**config.mk**
```make
export PLATFORM = sky130hd
export DESIGN_NAME = classificador_digito_flat
export DESIGN_NICKNAME = d
export VERILOG_FILES = /design/src/rtl/classificador_digito_if.sv /design/src/rtl/classificador_digito.sv /design/src/flat_wrapper.sv
export SDC_FILE = /design/constraint.sdc
export NUM_CORES = 1
export LEC_CHECK = 0
export CAP_MARGIN = 20
export CORE_MARGIN = 2
export CORE_UTILIZATION = 30
export DETAILED_ROUTE_END_ITERATION = 10
export SYNTH_ARGS = -nofsm -noshare
export SYNTH_HDL_FRONTEND = slang
export SYNTH_SLANG_ARGS = --single-unit
```
**constraint.sdc**
```tcl
create_clock -name iCLK -period 3 [get_ports iCLK]
set_clock_uncertainty 0.1 [all_clocks]
set_input_delay 0.3 -clock iCLK [delete_from_list [all_inputs] [get_ports iCLK]]
set_output_delay 0.3 -clock iCLK [all_outputs]
set_load 0.02 [all_outputs]
```
**src/rtl/classificador_digito_if.sv**
```systemverilog
// Bus bundle for the digit classifier: start request, image RAM port,
// template ROM port, shared difference unit port and result signals.
//   slave  : the classifier side (classificador_digito)
//   master : the environment side (memories, difference unit, controller)
interface classificador_digito_if;
    logic        iStart;     // start request
    logic [6:0]  oPixAddr;   // image RAM address
    logic [7:0]  iPixData;   // image pixel, one cycle after oPixAddr
    logic [3:0]  oTplDigit;  // template ROM digit select
    logic [6:0]  oTplAddr;   // template ROM pixel address
    logic [7:0]  iTplData;   // template pixel, one cycle latency
    logic [7:0]  oDiffA;     // operand A of the shared difference unit
    logic [7:0]  oDiffB;     // operand B of the shared difference unit
    logic [7:0]  iDiff;      // difference returned by the shared unit
    logic        oBusy;      // high whenever not idle
    logic        oDone;      // one-cycle result-valid pulse
    logic [3:0]  oDigit;     // best-matching digit
    logic [15:0] oScore;     // summed difference of the best match

    modport slave (
        input  iStart, iPixData, iTplData, iDiff,
        output oPixAddr, oTplDigit, oTplAddr, oDiffA, oDiffB,
               oBusy, oDone, oDigit, oScore
    );

    modport master (
        output iStart, iPixData, iTplData, iDiff,
        input  oPixAddr, oTplDigit, oTplAddr, oDiffA, oDiffB,
               oBusy, oDone, oDigit, oScore
    );
endinterface

```
**src/rtl/classificador_digito.sv**
```systemverilog
// Nearest-template digit classifier. For each of NUM_TPL templates it streams
// the NUM_PIX image and template pixels, sums the per-pixel difference from
// an external shared unit, and keeps the template with the smallest sum
// (ties go to the lower digit).
//   iCLK   : clock, rising edge
//   iRST_N : asynchronous active-low reset
//   bus    : classificador_digito_if.slave (start, memory ports, diff unit,
//            busy/done/result)
module classificador_digito #(
    parameter int NUM_TPL = 10,
    parameter int NUM_PIX = 121
) (
    input  logic                  iCLK,
    input  logic                  iRST_N,
    classificador_digito_if.slave bus
);

    localparam logic [6:0] PIX_LAST = 7'(NUM_PIX - 1);
    localparam logic [3:0] TPL_LAST = 4'(NUM_TPL - 1);

    typedef enum logic [2:0] {
        S_IDLE  = 3'd0,
        S_RUN   = 3'd1,
        S_DRAIN = 3'd2,
        S_CMP   = 3'd3,
        S_DONE  = 3'd4
    } state_t;

    state_t      state_q, state_d;
    logic [6:0]  pix_q, pix_d;
    logic [3:0]  tpl_q, tpl_d;
    logic [15:0] acc_q, acc_d;
    logic [15:0] best_q, best_d;
    logic [3:0]  best_dig_q, best_dig_d;
    logic        vld_q, vld_d;       // memory data on this cycle belongs to an issued address
    logic        done_q, done_d;
    logic [3:0]  digit_q, digit_d;
    logic [15:0] score_q, score_d;
    logic        better_s;
    logic [15:0] new_best_s;
    logic [3:0]  new_dig_s;

    // State and datapath registers
    always_ff @(posedge iCLK or negedge iRST_N) begin
        if (!iRST_N) begin
            state_q    <= S_IDLE;
            pix_q      <= 7'd0;
            tpl_q      <= 4'd0;
            acc_q      <= 16'd0;
            best_q     <= 16'hFFFF;
            best_dig_q <= 4'd0;
            vld_q      <= 1'b0;
            done_q     <= 1'b0;
            digit_q    <= 4'd0;
            score_q    <= 16'd0;
        end else begin
            state_q    <= state_d;
            pix_q      <= pix_d;
            tpl_q      <= tpl_d;
            acc_q      <= acc_d;
            best_q     <= best_d;
            best_dig_q <= best_dig_d;
            vld_q      <= vld_d;
            done_q     <= done_d;
            digit_q    <= digit_d;
            score_q    <= score_d;
        end
    end

    // Strict less-than keeps the earlier (lower) digit on a tie
    always_comb begin
        better_s   = (acc_q < best_q);
        new_best_s = better_s ? acc_q : best_q;
        new_dig_s  = better_s ? tpl_q : best_dig_q;
    end

    // Next-state and datapath update
    always_comb begin
        state_d    = state_q;
        pix_d      = pix_q;
        tpl_d      = tpl_q;
        best_d     = best_q;
        best_dig_d = best_dig_q;
        done_d     = 1'b0;
        digit_d    = digit_q;
        score_d    = score_q;
        // An address issued in RUN returns data on the following cycle
        vld_d      = (state_q == S_RUN);
        if (vld_q) begin
            acc_d = acc_q + {8'd0, bus.iDiff};
        end else begin
            acc_d = acc_q;
        end

        case (state_q)
            S_IDLE: begin
                if (bus.iStart) begin
                    tpl_d      = 4'd0;
                    pix_d      = 7'd0;
                    acc_d      = 16'd0;
                    best_d     = 16'hFFFF;
                    best_dig_d = 4'd0;
                    state_d    = S_RUN;
                end else begin
                    state_d    = S_IDLE;
                end
            end
            S_RUN: begin
                if (pix_q == PIX_LAST) begin
                    state_d = S_DRAIN;
                end else begin
                    pix_d   = pix_q + 7'd1;
                end
            end
            S_DRAIN: begin
                state_d = S_CMP;
            end
            S_CMP: begin
                best_d     = new_best_s;
                best_dig_d = new_dig_s;
                acc_d      = 16'd0;
                pix_d      = 7'd0;
                tpl_d      = tpl_q + 4'd1;
                if (tpl_q < TPL_LAST) begin
                    state_d = S_RUN;
                end else begin
                    // Result registers load on entry to DONE so they are valid with oDone
                    state_d = S_DONE;
                    done_d  = 1'b1;
                    digit_d = new_dig_s;
                    score_d = new_best_s;
                end
            end
            S_DONE: begin
                state_d = S_IDLE;
            end
            default: begin
                state_d = S_IDLE;
            end
        endcase
    end

    // Addresses are only meaningful while streaming; parked at 0 otherwise
    always_comb begin
        if (state_q == S_RUN) begin
            bus.oPixAddr  = pix_q;
            bus.oTplDigit = tpl_q;
        end else begin
            bus.oPixAddr  = 7'd0;
            bus.oTplDigit = 4'd0;
        end
    end

    assign bus.oTplAddr = bus.oPixAddr;
    assign bus.oDiffA   = bus.iPixData;
    assign bus.oDiffB   = bus.iTplData;
    assign bus.oBusy    = (state_q != S_IDLE);
    assign bus.oDone    = done_q;
    assign bus.oDigit   = digit_q;
    assign bus.oScore   = score_q;

endmodule

```
**src/flat_wrapper.sv**
```systemverilog
// flat-port wrapper written by rule: the top's interface ports become plain ports
module classificador_digito_flat 
#(
    parameter int NUM_TPL = 10,
    parameter int NUM_PIX = 121
)
  (iCLK, iRST_N, bus_iStart, bus_iPixData, bus_iTplData, bus_iDiff, bus_oPixAddr, bus_oTplDigit, bus_oTplAddr, bus_oDiffA, bus_oDiffB, bus_oBusy, bus_oDone, bus_oDigit, bus_oScore);
  classificador_digito_if bus_i ();
  input  logic iCLK;
  input  logic iRST_N;
  input wire logic [$bits(bus_i.iStart)-1:0] bus_iStart;
  input wire logic [$bits(bus_i.iPixData)-1:0] bus_iPixData;
  input wire logic [$bits(bus_i.iTplData)-1:0] bus_iTplData;
  input wire logic [$bits(bus_i.iDiff)-1:0] bus_iDiff;
  output wire logic [$bits(bus_i.oPixAddr)-1:0] bus_oPixAddr;
  output wire logic [$bits(bus_i.oTplDigit)-1:0] bus_oTplDigit;
  output wire logic [$bits(bus_i.oTplAddr)-1:0] bus_oTplAddr;
  output wire logic [$bits(bus_i.oDiffA)-1:0] bus_oDiffA;
  output wire logic [$bits(bus_i.oDiffB)-1:0] bus_oDiffB;
  output wire logic [$bits(bus_i.oBusy)-1:0] bus_oBusy;
  output wire logic [$bits(bus_i.oDone)-1:0] bus_oDone;
  output wire logic [$bits(bus_i.oDigit)-1:0] bus_oDigit;
  output wire logic [$bits(bus_i.oScore)-1:0] bus_oScore;
  assign bus_i.iStart = bus_iStart;
  assign bus_i.iPixData = bus_iPixData;
  assign bus_i.iTplData = bus_iTplData;
  assign bus_i.iDiff = bus_iDiff;
  assign bus_oPixAddr = bus_i.oPixAddr;
  assign bus_oTplDigit = bus_i.oTplDigit;
  assign bus_oTplAddr = bus_i.oTplAddr;
  assign bus_oDiffA = bus_i.oDiffA;
  assign bus_oDiffB = bus_i.oDiffB;
  assign bus_oBusy = bus_i.oBusy;
  assign bus_oDone = bus_i.oDone;
  assign bus_oDigit = bus_i.oDigit;
  assign bus_oScore = bus_i.oScore;
  classificador_digito #(.NUM_TPL(NUM_TPL), .NUM_PIX(NUM_PIX)) u_core (.iCLK(iCLK), .iRST_N(iRST_N), .bus(bus_i));
endmodule
```
======== Word level (Yosys, flattened, before mapping) ========
Index checks and enable logic that the tools add are counted.
word-level totals
  bits in registers ....................... 72
  input bits .............................. 27
cells by class
  add/subtract/negate cells ............... 3
  $lt $le $gt $ge ......................... 2
  equal/unequal tests ..................... 7
  mux-type cells .......................... 21
  bitwise logic cells ..................... 1
  reductions and logical operators ........ 7
operator list
  kind                   number
  $mux W16               4
  $pmux W16 S2           2
  $mux W7                3
  $pmux W7 S3            1
  $add A16 B8 Y16        1
  $lt A16 B16 Y1         1
  $pmux W4 S2            2
  $mux W4                3
  $pmux W3 S4            1
  $add A7 B1 Y7 const B  1
  $eq A7 B7 Y1 const B   1
  $eq A3 B2 Y1 const B   2
  $mux W3                2
  $ne A2 B2 Y1 const B   3
  $reduce_bool A3 Y1     2
  $add A4 B1 Y4 const B  1
  $lt A4 B4 Y1 const B   1
  $reduce_and A2 Y1      2
  $eq A3 B1 Y1 const B   1
  $logic_not A3 Y1       1
  $mux W1                3
  $reduce_and A3 Y1      1
  $reduce_bool A2 Y1     1
  $not A1 Y1             1

======== Depth between registers and ports, before layout ========
Gate-level depths: netlist (run 1).
  depth in word-level cells ............... 4
  depth in mapped cells ................... 9
  mapped depth without buffers ............ 9

======== Least setup slack after synthesis (run 1) ========
OpenSTA, ideal clock, no wires.
  path type ............................... reg2reg
  start ................................... reg u_core.best_q[10]
  end ..................................... reg u_core.best_dig_q[3]
  library setup time ...................... 130 ps
  arrival ................................. 1993 ps
  slack ................................... 777 ps
  cell stages (with the launch flop) ...... 10
  path buffers ............................ 1
  clock period less this slack ............ 2223 ps
  path through ............................ dfstp_2 inv_1 ha_1 and3_1 a221o_1 a21oi_2 o21ai_2 buf_6 mux2i_1 o22ai_1
on the way
  cells in the longest elaborated chain, start to end .. 3
ends and longest elaborated chain
  element                 RTL line                    source
  from (decl)             classificador_digito.sv:33  logic [15:0] best_q, best_d;
  from (signal assigned)  classificador_digito.sv:61  best_q <= best_d;
  $lt A16 B16 Y1          classificador_digito.sv:72  better_s = (acc_q < best_q);
  $mux W4                 classificador_digito.sv:74  new_dig_s = better_s ? tpl_q : best_dig_q;
  $pmux W4 S2             classificador_digito.sv:95  case (state_q)
  to (signal assigned)    classificador_digito.sv:62  best_dig_q <= best_dig_d;
  to (decl)               classificador_digito.sv:34  logic [3:0] best_dig_q, best_dig_d;
Every way passes these cells.
A chain may end at the register's enable or synchronous reset.

======== Final worst setup path (run 1) ========
  start ................................... reg u_core.best_q[7]
  end ..................................... reg u_core.score_q[9], in the netlist u_core.bus.oScore[9]
on the way
  cells in the longest elaborated chain, start to end .. 2
ends and longest elaborated chain
  element               RTL line                    source
  $lt A16 B16 Y1        classificador_digito.sv:72
  $mux W16              classificador_digito.sv:73  new_best_s = better_s ? acc_q : best_q;
  to (signal assigned)  classificador_digito.sv:66  score_q <= score_d;
  to (decl)             classificador_digito.sv:38  logic [15:0] score_q, score_d;
Every way passes these cells.

==> impl_metrics.yaml, run 1 <==
sta:
  final-hold-violation-count: 0
  maxSlewViolCount: 0
  maxSlewHeadroom_pct: 50.0
  period_needed_ns: 2.64
  tightest_slew_ns: 0.749
  setup_tns_final_ns: 0
  rsz0062_at_grt: "no"
  finalSetupViolations: 0
  holdWs_ns: 0.377
  period_share_pct: 88.0
  maxClockFrequency_mhz: 379
power_and_ir_drop:
  cellPowerDensity_nw_per_um2: 788
  finalPower_mw: 3.92
  total_leakage_power_nw: 2.29
  maximum_vdd_drop_v: 0.000306
clocking:
  clock-sinks: 72
  h-tree-depth: 3
  worstSkewPairLatency_ns: 0.34
  tritoncts: "yes"
  worst_setup_hold_path_clk_slew_ns: 0.06
  cts_setup_buffers: 0
  cts_root_buffer: "clkbuf_16"
  cts-buffers-inserted: 9
  cts_max_path_buffers: 2
die:
  num_io_pins: 83
  fp.dieW_um: 121
  start_util_pct: 30.8
  rows: 42
  die_height_um: 121
  dieArea_um2: 14500
  floorplan.core_area_um2: 13200
routing:
  avgRoutedWirePerCell_um: 14.0
  wl_um: 8970
  num_vias: 3063
  detail_route.drc_violations: 0
  drt_first_pass_iters: 4
  drt_iter0_markers: 167
  drt-vias-per-instance: 4.77
  postRouteAntennaNets: 0
logic_synthesis:
  yosys-mux-area-fraction_pct: 6.88
  synth_compound_area_share_pct: 14.8
  synth.yosys.warnings: 0
  synth_cells: 427
  synth.lib_cells_used.distinct: 40
  syn_area_per_cell_um2: 9.55
  mappedNetlistArea_um2: 4080
  synth_seq_area_share_pct: 44.7
  synth_simple_gate_area_share_pct: 13.9
  combinational_family_with_the_most_area_after_synthesis: "compound AO/OA/AOI/OAI gates"
  parity_gate_share_of_the_synthesized_area_counting_xor_and_xnor_cells_pct: 2.15
  ys_ff_latch: 72
  synthAdderAreaFrac_pct: 8.78
  syn_nets: 482
cells_and_area:
  layout.cell_area.non_filler_um2: 4980
  finish.net_count: 516
  flow.area_growth_from_synthesis_pct: 22.1
  mostFrequentLayoutCell: "dfrtp_1"
  antenna-diode-count: 0
  final_cell_mix: "56 x dfrtp_1, 51 x nand2_1, 49 x clkdlybuf4s50_1"
  drive_gt1_share_pct: 10.3
placed_design:
  hpwlAfterDp_um: 6590
  io_buffer_count: 50
  postPlaceCellArea_um2: 4630
  routabilityCongestion: 0.756
global_routing:
  grt_pass1_wl_um: 15100
  grtUsageTotal_pct: 12.9
  grt_antenna_before_repair: 0
  maximum_number_of_pins_on_one_net_before_global_route_repair: 42
  grt_overflow_total: 0
  vias_in_the_first_global_route: 3028
setup_path:
  setup.worst_path.start_class: "flop"
  crit_chain: "inv_1 > ha_1 > nand2_1 > nor3_1 > a21oi_1 > o21ai_4 > buf_4 > mux2i_1 > o21ai_0"
  worst-endpoint-arrival_ns: 2.75
  crit_path_max_fanout: 13
  timing.critical_path.required_ns: 3.11
  crit_type: "flop to flop"
  critPathCaptureType: "flop"
  largest_stage_delay_on_the_critical_path_ns: 0.54
  critPathSlowestCell: "dfstp_2"
worst_hold_path:
  hp-class: "flop to flop"
run:
  drv.max_cap_violation_count: 0
outcome:
  run_status: "completed"
synthesized netlist by cell type (all sizes together):
library cell	number	area, um^2
or3	2	12.5
ha	27	338
buf	31	225
nand3	8	40.0
nand4	5	31.3
dfstp	16	420
o31ai	1	7.51
o41ai	1	8.76
and2	15	93.8
a211oi	5	37.5
o22ai	1	6.26
clkbuf	8	30.0
nor2	26	97.6
inv	28	105
nor2b	4	27.5
nand2b	4	25.0
a22oi	16	120
dfrtp	56	1400
and3	4	25.0
o31a	2	17.5
a221o	1	10.0
xor2	8	70.1
and2b	1	7.51
nand2	51	191
fa	1	20.0
o21a	3	22.5
a21oi	21	109
o21ai	41	209
a21o	4	31.3
nor3	3	15.0
xnor2	2	17.5
mux2i	28	280
o211ai	3	22.5
worst max-delay path, delay by kind of cell (launching register included):
family / cells / cell delay, ns
buf+inv: 2 / 0.35
compound gates: 3 / 0.71
simple gates: 2 / 0.27
mux: 1 / 0.26
fa+ha+maj: 1 / 0.29
flops: 1 / 0.54
sequential cells by signal, summed over array words and instances, names as in the netlist:
name / count
u_core.best_dig_q: 4
u_core.vld_q: 1
u_core.bus.oDone: 1
u_core.bus.oScore: 16
u_core.bus.oDigit: 4
u_core.state_q: 3
u_core.acc_q: 16
u_core.best_q: 16
u_core.pix_q: 7
u_core.tpl_q: 4
kinds of logic after synthesis:
group | Yosys count
muxes | 28
AOI/OAI and AO/OA | 99
DFF | 72
and+or+nand+nor | 123
buffers and inverters | 67
xor gates and xnor gates | 10
adders and majority gates | 28
final timing paths:
path / start / to / slack (ns) / depth (start not counted)
worst max-delay path: u_core.best_q[7]$_DFFE_PN1P_ / u_core.bus.oScore[9]$_DFFE_PN0P_ / 0.36 / 9
worst min-delay path: u_core.bus.oScore[7]$_DFFE_PN0P_ / u_core.bus.oScore[7]$_DFFE_PN0P_ / 0.38 / 2
worst max register to register: u_core.best_q[7]$_DFFE_PN1P_ / u_core.bus.oScore[9]$_DFFE_PN0P_ / 0.36 / 9
worst min register to register: u_core.bus.oScore[7]$_DFFE_PN0P_ / u_core.bus.oScore[7]$_DFFE_PN0P_ / 0.38 / 2
max in group asynchronous: iRST_N / u_core.best_q[9]$_DFFE_PN1P_ / 1.60 / 3
min in group asynchronous: iRST_N / u_core.tpl_q[3]$_DFFE_PN0P_ / 0.46 / 2
area by class of cell:
type                       instances  area (um^2)
sequential                        72         1820
multi-input combinational        288         1900
fill                            1343         8270
timing repair buffer              62          601
clock buffer                       9          225
clock inverter                     7          101
tap                              176          220
inverter                          28          105
metrics by stage:
| step | utilization [%] | cells | worst slack, ns |
|---|---|---|---|
| after global placement | 35.0 | 625 | 0.231 |
| after CTS | 37.5 | 642 | 0.160 |
| after floorplan | - | 427 | 0.777 |
| final | 37.6 | 642 | 0.359 |
| after detailed placement | 35.0 | 625 | 0.188 |
| after global routing | 37.6 | 642 | 0.177 |
report_power, final:
| part | total (mW) | switching, mW | internal (mW) | leakage (nW) |
|---|---|---|---|---|
| Combinational | 1.41 | 0.757 | 0.654 | 1.25 |
| Clock | 1.17 | 0.431 | 0.736 | 0.153 |
| Sequential | 1.34 | 0.191 | 1.15 | 0.888 |
| Total | 3.92 | 1.38 | 2.54 | 2.29 |
metal layers:
metal / up-vias / GRT usage (%) / routed length (um)
li1: 1524 / - / -
met1: 1477 / 17.2 / 4150
met2: 46 / 21.0 / 4370
met3: 16 / 2.59 / 311
met4: 0 / 4.29 / 144
met5: - / 0 / 0
timing repair:
action / 4_1_cts / 5_1_grt
hold endpoints to repair: 25 / 0
hold buffers: 1 / 0
resized for setup: 0 / 1
endpoints found under the setup margin: 0 / 6
Note: power is estimated with default switching activity, not from simulation.
==> run 2: changes to the inputs <==
--- a/config.mk
+++ b/config.mk
@@ -9,6 +9,7 @@
 export CORE_MARGIN = 2
 export CORE_UTILIZATION = 30
 export DETAILED_ROUTE_END_ITERATION = 10
+export SETUP_SLACK_MARGIN = 0.02
 export SYNTH_ARGS = -nofsm -noshare
 export SYNTH_HDL_FRONTEND = slang
 export SYNTH_SLANG_ARGS = --single-unit
==> results of run 2 <==
Final layout, timing and power as in run 1 (identical DEF).
==> run 3: changes to the inputs <==
--- a/config.mk
+++ b/config.mk
@@ -6,7 +6,6 @@
 export NUM_CORES = 1
 export LEC_CHECK = 0
 export CAP_MARGIN = 20
-export CORE_MARGIN = 2
 export CORE_UTILIZATION = 30
 export DETAILED_ROUTE_END_ITERATION = 10
 export SETUP_SLACK_MARGIN = 0.02
==> impl_metrics.yaml, run 3 (same netlist as run 1, synthesis figures left out) <==
setup_path:
  timing.critical_path.required_ns: 3.08
  crit_type: "flop to flop"
  reg2reg_to: "u_core.bus.oDigit[2]$_DFFE_PN0P_"
  worst-endpoint-arrival_ns: 2.76
  setup.worst_path.start_class: "flop"
  critical_path.startpoint: "u_core.best_q[7]$_DFFE_PN1P_"
  crit_end: "u_core.bus.oDigit[2]$_DFFE_PN0P_"
  reg2reg_slack_ns: 0.32
  critPathCaptureType: "flop"
  timing.rr.start: "u_core.best_q[7]$_DFFE_PN1P_"
  reg2reg_depth: 9
  crit_path_max_fanout: 11
cells_and_area:
  drive_gt1_share_pct: 9.31
  utilization_pct: 36.9
  antenna-diode-count: 0
  flow.area_growth_from_synthesis_pct: 19.9
  layout.filler_cells: 1344
  final_cell_mix: "56 x dfrtp_1, 51 x nand2_1, 49 x clkdlybuf4s50_1"
  mostFrequentLayoutCell: "dfrtp_1"
  finish.net_count: 512
die:
  dieArea_um2: 14100
  start_util_pct: 30.8
  fp.dieW_um: 119
  num_io_pins: 83
  die_height_um: 119
  floorplan.core_area_um2: 13200
  rows: 42
global_routing:
  vias_in_the_first_global_route: 3138
  grt_overflow_total: 0
  grt_antenna_before_repair: 0
  maximum_number_of_pins_on_one_net_before_global_route_repair: 32
  grtUsageTotal_pct: 13.8
  grt_pass1_wl_um: 15300
clocking:
  cts_max_path_buffers: 2
  cts_root_buffer: "clkbuf_16"
  worstSkewPairLatency_ns: 0.33
  worst_setup_hold_path_clk_slew_ns: 0.06
  clock-sinks: 72
  tritoncts: "yes"
  h-tree-depth: 3
  cts-buffers-inserted: 9
worst_hold_path:
  hp-class: "flop to flop"
sta:
  tightest_slew_ns: 0.812
  period_share_pct: 89.5
  period_needed_ns: 2.68
  finalSetupViolations: 0
  maxClockFrequency_mhz: 372
  setup_tns_final_ns: 0
  rsz0062_at_grt: "no"
  maxSlewHeadroom_pct: 45.8
  maxSlewViolCount: 0
  final-hold-violation-count: 0
power_and_ir_drop:
  maximum_vdd_drop_v: 0.000223
  cellPowerDensity_nw_per_um2: 751
  total_leakage_power_nw: 2.24
routing:
  postRouteAntennaNets: 0
  drt-vias-per-instance: 4.81
  drt_iter0_markers: 160
  wl_um: 9030
  drt_first_pass_iters: 4
  avgRoutedWirePerCell_um: 14.2
  num_vias: 3068
  detail_route.drc_violations: 0
placed_design:
  io_buffer_count: 50
  routabilityCongestion: 0.720
  hpwlAfterDp_um: 6530
run:
  drv.max_cap_violation_count: 0
outcome:
  run_status: "completed"
-- run 3: cell count changes in the layout (fill, tap and decap cells not counted), sizes merged --
cell	before	now
bufinv	2	0
buf	12	8
inv	31	28
clkbuf	9	11
clkinv	0	2
clkinvlp	2	3
-- run 3: critical path, cell delays in order (launching register included) --
cell and delay, ns:
dfstp_2 0.52, inv_1 0.05, ha_1 0.29, nand2_1 0.07, nor3_1 0.19, a21oi_1 0.12, o21ai_2 0.60, buf_12 0.24
mux2i_1 0.25, o21ai_0 0.12
-- run 3: per-stage QoR --
stage | cells | power, mW | setup slack, ns | cell area, um^2 | hold WS (ns)
after CTS | 638 | 3.71 | 0.276 | 4890 | 0.385
after global routing | 638 | 3.94 | 0.115 | 4890 | 0.416
after floorplan | 427 | 2.33 | 0.777 | 4080 | -0.0956
after detailed placement | 621 | 2.71 | 0.300 | 4600 | 0.302
after global placement | 621 | 2.67 | 0.367 | 4600 | 0.291
final | 638 | 3.67 | 0.315 | 4890 | 0.381
-- run 3: layout make-up --
type	instances	area [um^2]	area share [%]
sequential	72	1820	37.3
multi-input combinational	288	1890	38.8
clock inverter	5	32.5	0.666
timing repair buffer	58	571	11.7
inverter	28	105	2.15
tap	176	220	4.51
clock buffer	11	243	4.97
-- run 3: repair_timing --
action                                 in CTS  in global routing
setup endpoints to repair                   0                  0
gates resized for setup                     0                  0
buffers inserted                            0                  0
endpoints found under the hold margin      24                  0
hold buffers                                1                  0
-- run 3: power breakdown --
part           internal [mW]  switching (mW)
registers               1.15           0.218
logic                  0.610           0.714
clock network          0.579           0.395
-- run 3: how the worst min path moves through the flow --
stage                                                  from                                 to  slack [ns]  depth (start not counted)
after floorplan                                      iRST_N          u_core.acc_q[0]$_DFF_PN0_        -0.1                          0
after global placement                               iRST_N        u_core.tpl_q[3]$_DFFE_PN0P_        0.29                          1
after detailed placement                             iRST_N        u_core.tpl_q[0]$_DFFE_PN0P_        0.30                          1
after CTS                 u_core.bus.oScore[11]$_DFFE_PN0P_  u_core.bus.oScore[11]$_DFFE_PN0P_        0.39                          2
after global routing       u_core.best_dig_q[1]$_DFFE_PN0P_   u_core.best_dig_q[1]$_DFFE_PN0P_        0.42                          2
final                     u_core.bus.oScore[11]$_DFFE_PN0P_  u_core.bus.oScore[11]$_DFFE_PN0P_        0.38                          2
-- run 3: metal layers --
| layer | up-vias | track usage [%] | share of wire (%) | wire, um |
|---|---|---|---|---|
| li1 | 1501 | - | - | - |
| met4 | 0 | 4.51 | 1.4 | 122 |
| met2 | 56 | 23.2 | 49 | 4410 |
| met5 | - | 0 | 0 | 0 |
| met1 | 1503 | 17.1 | 46 | 4150 |
| met3 | 8 | 3.62 | 3.9 | 352 |
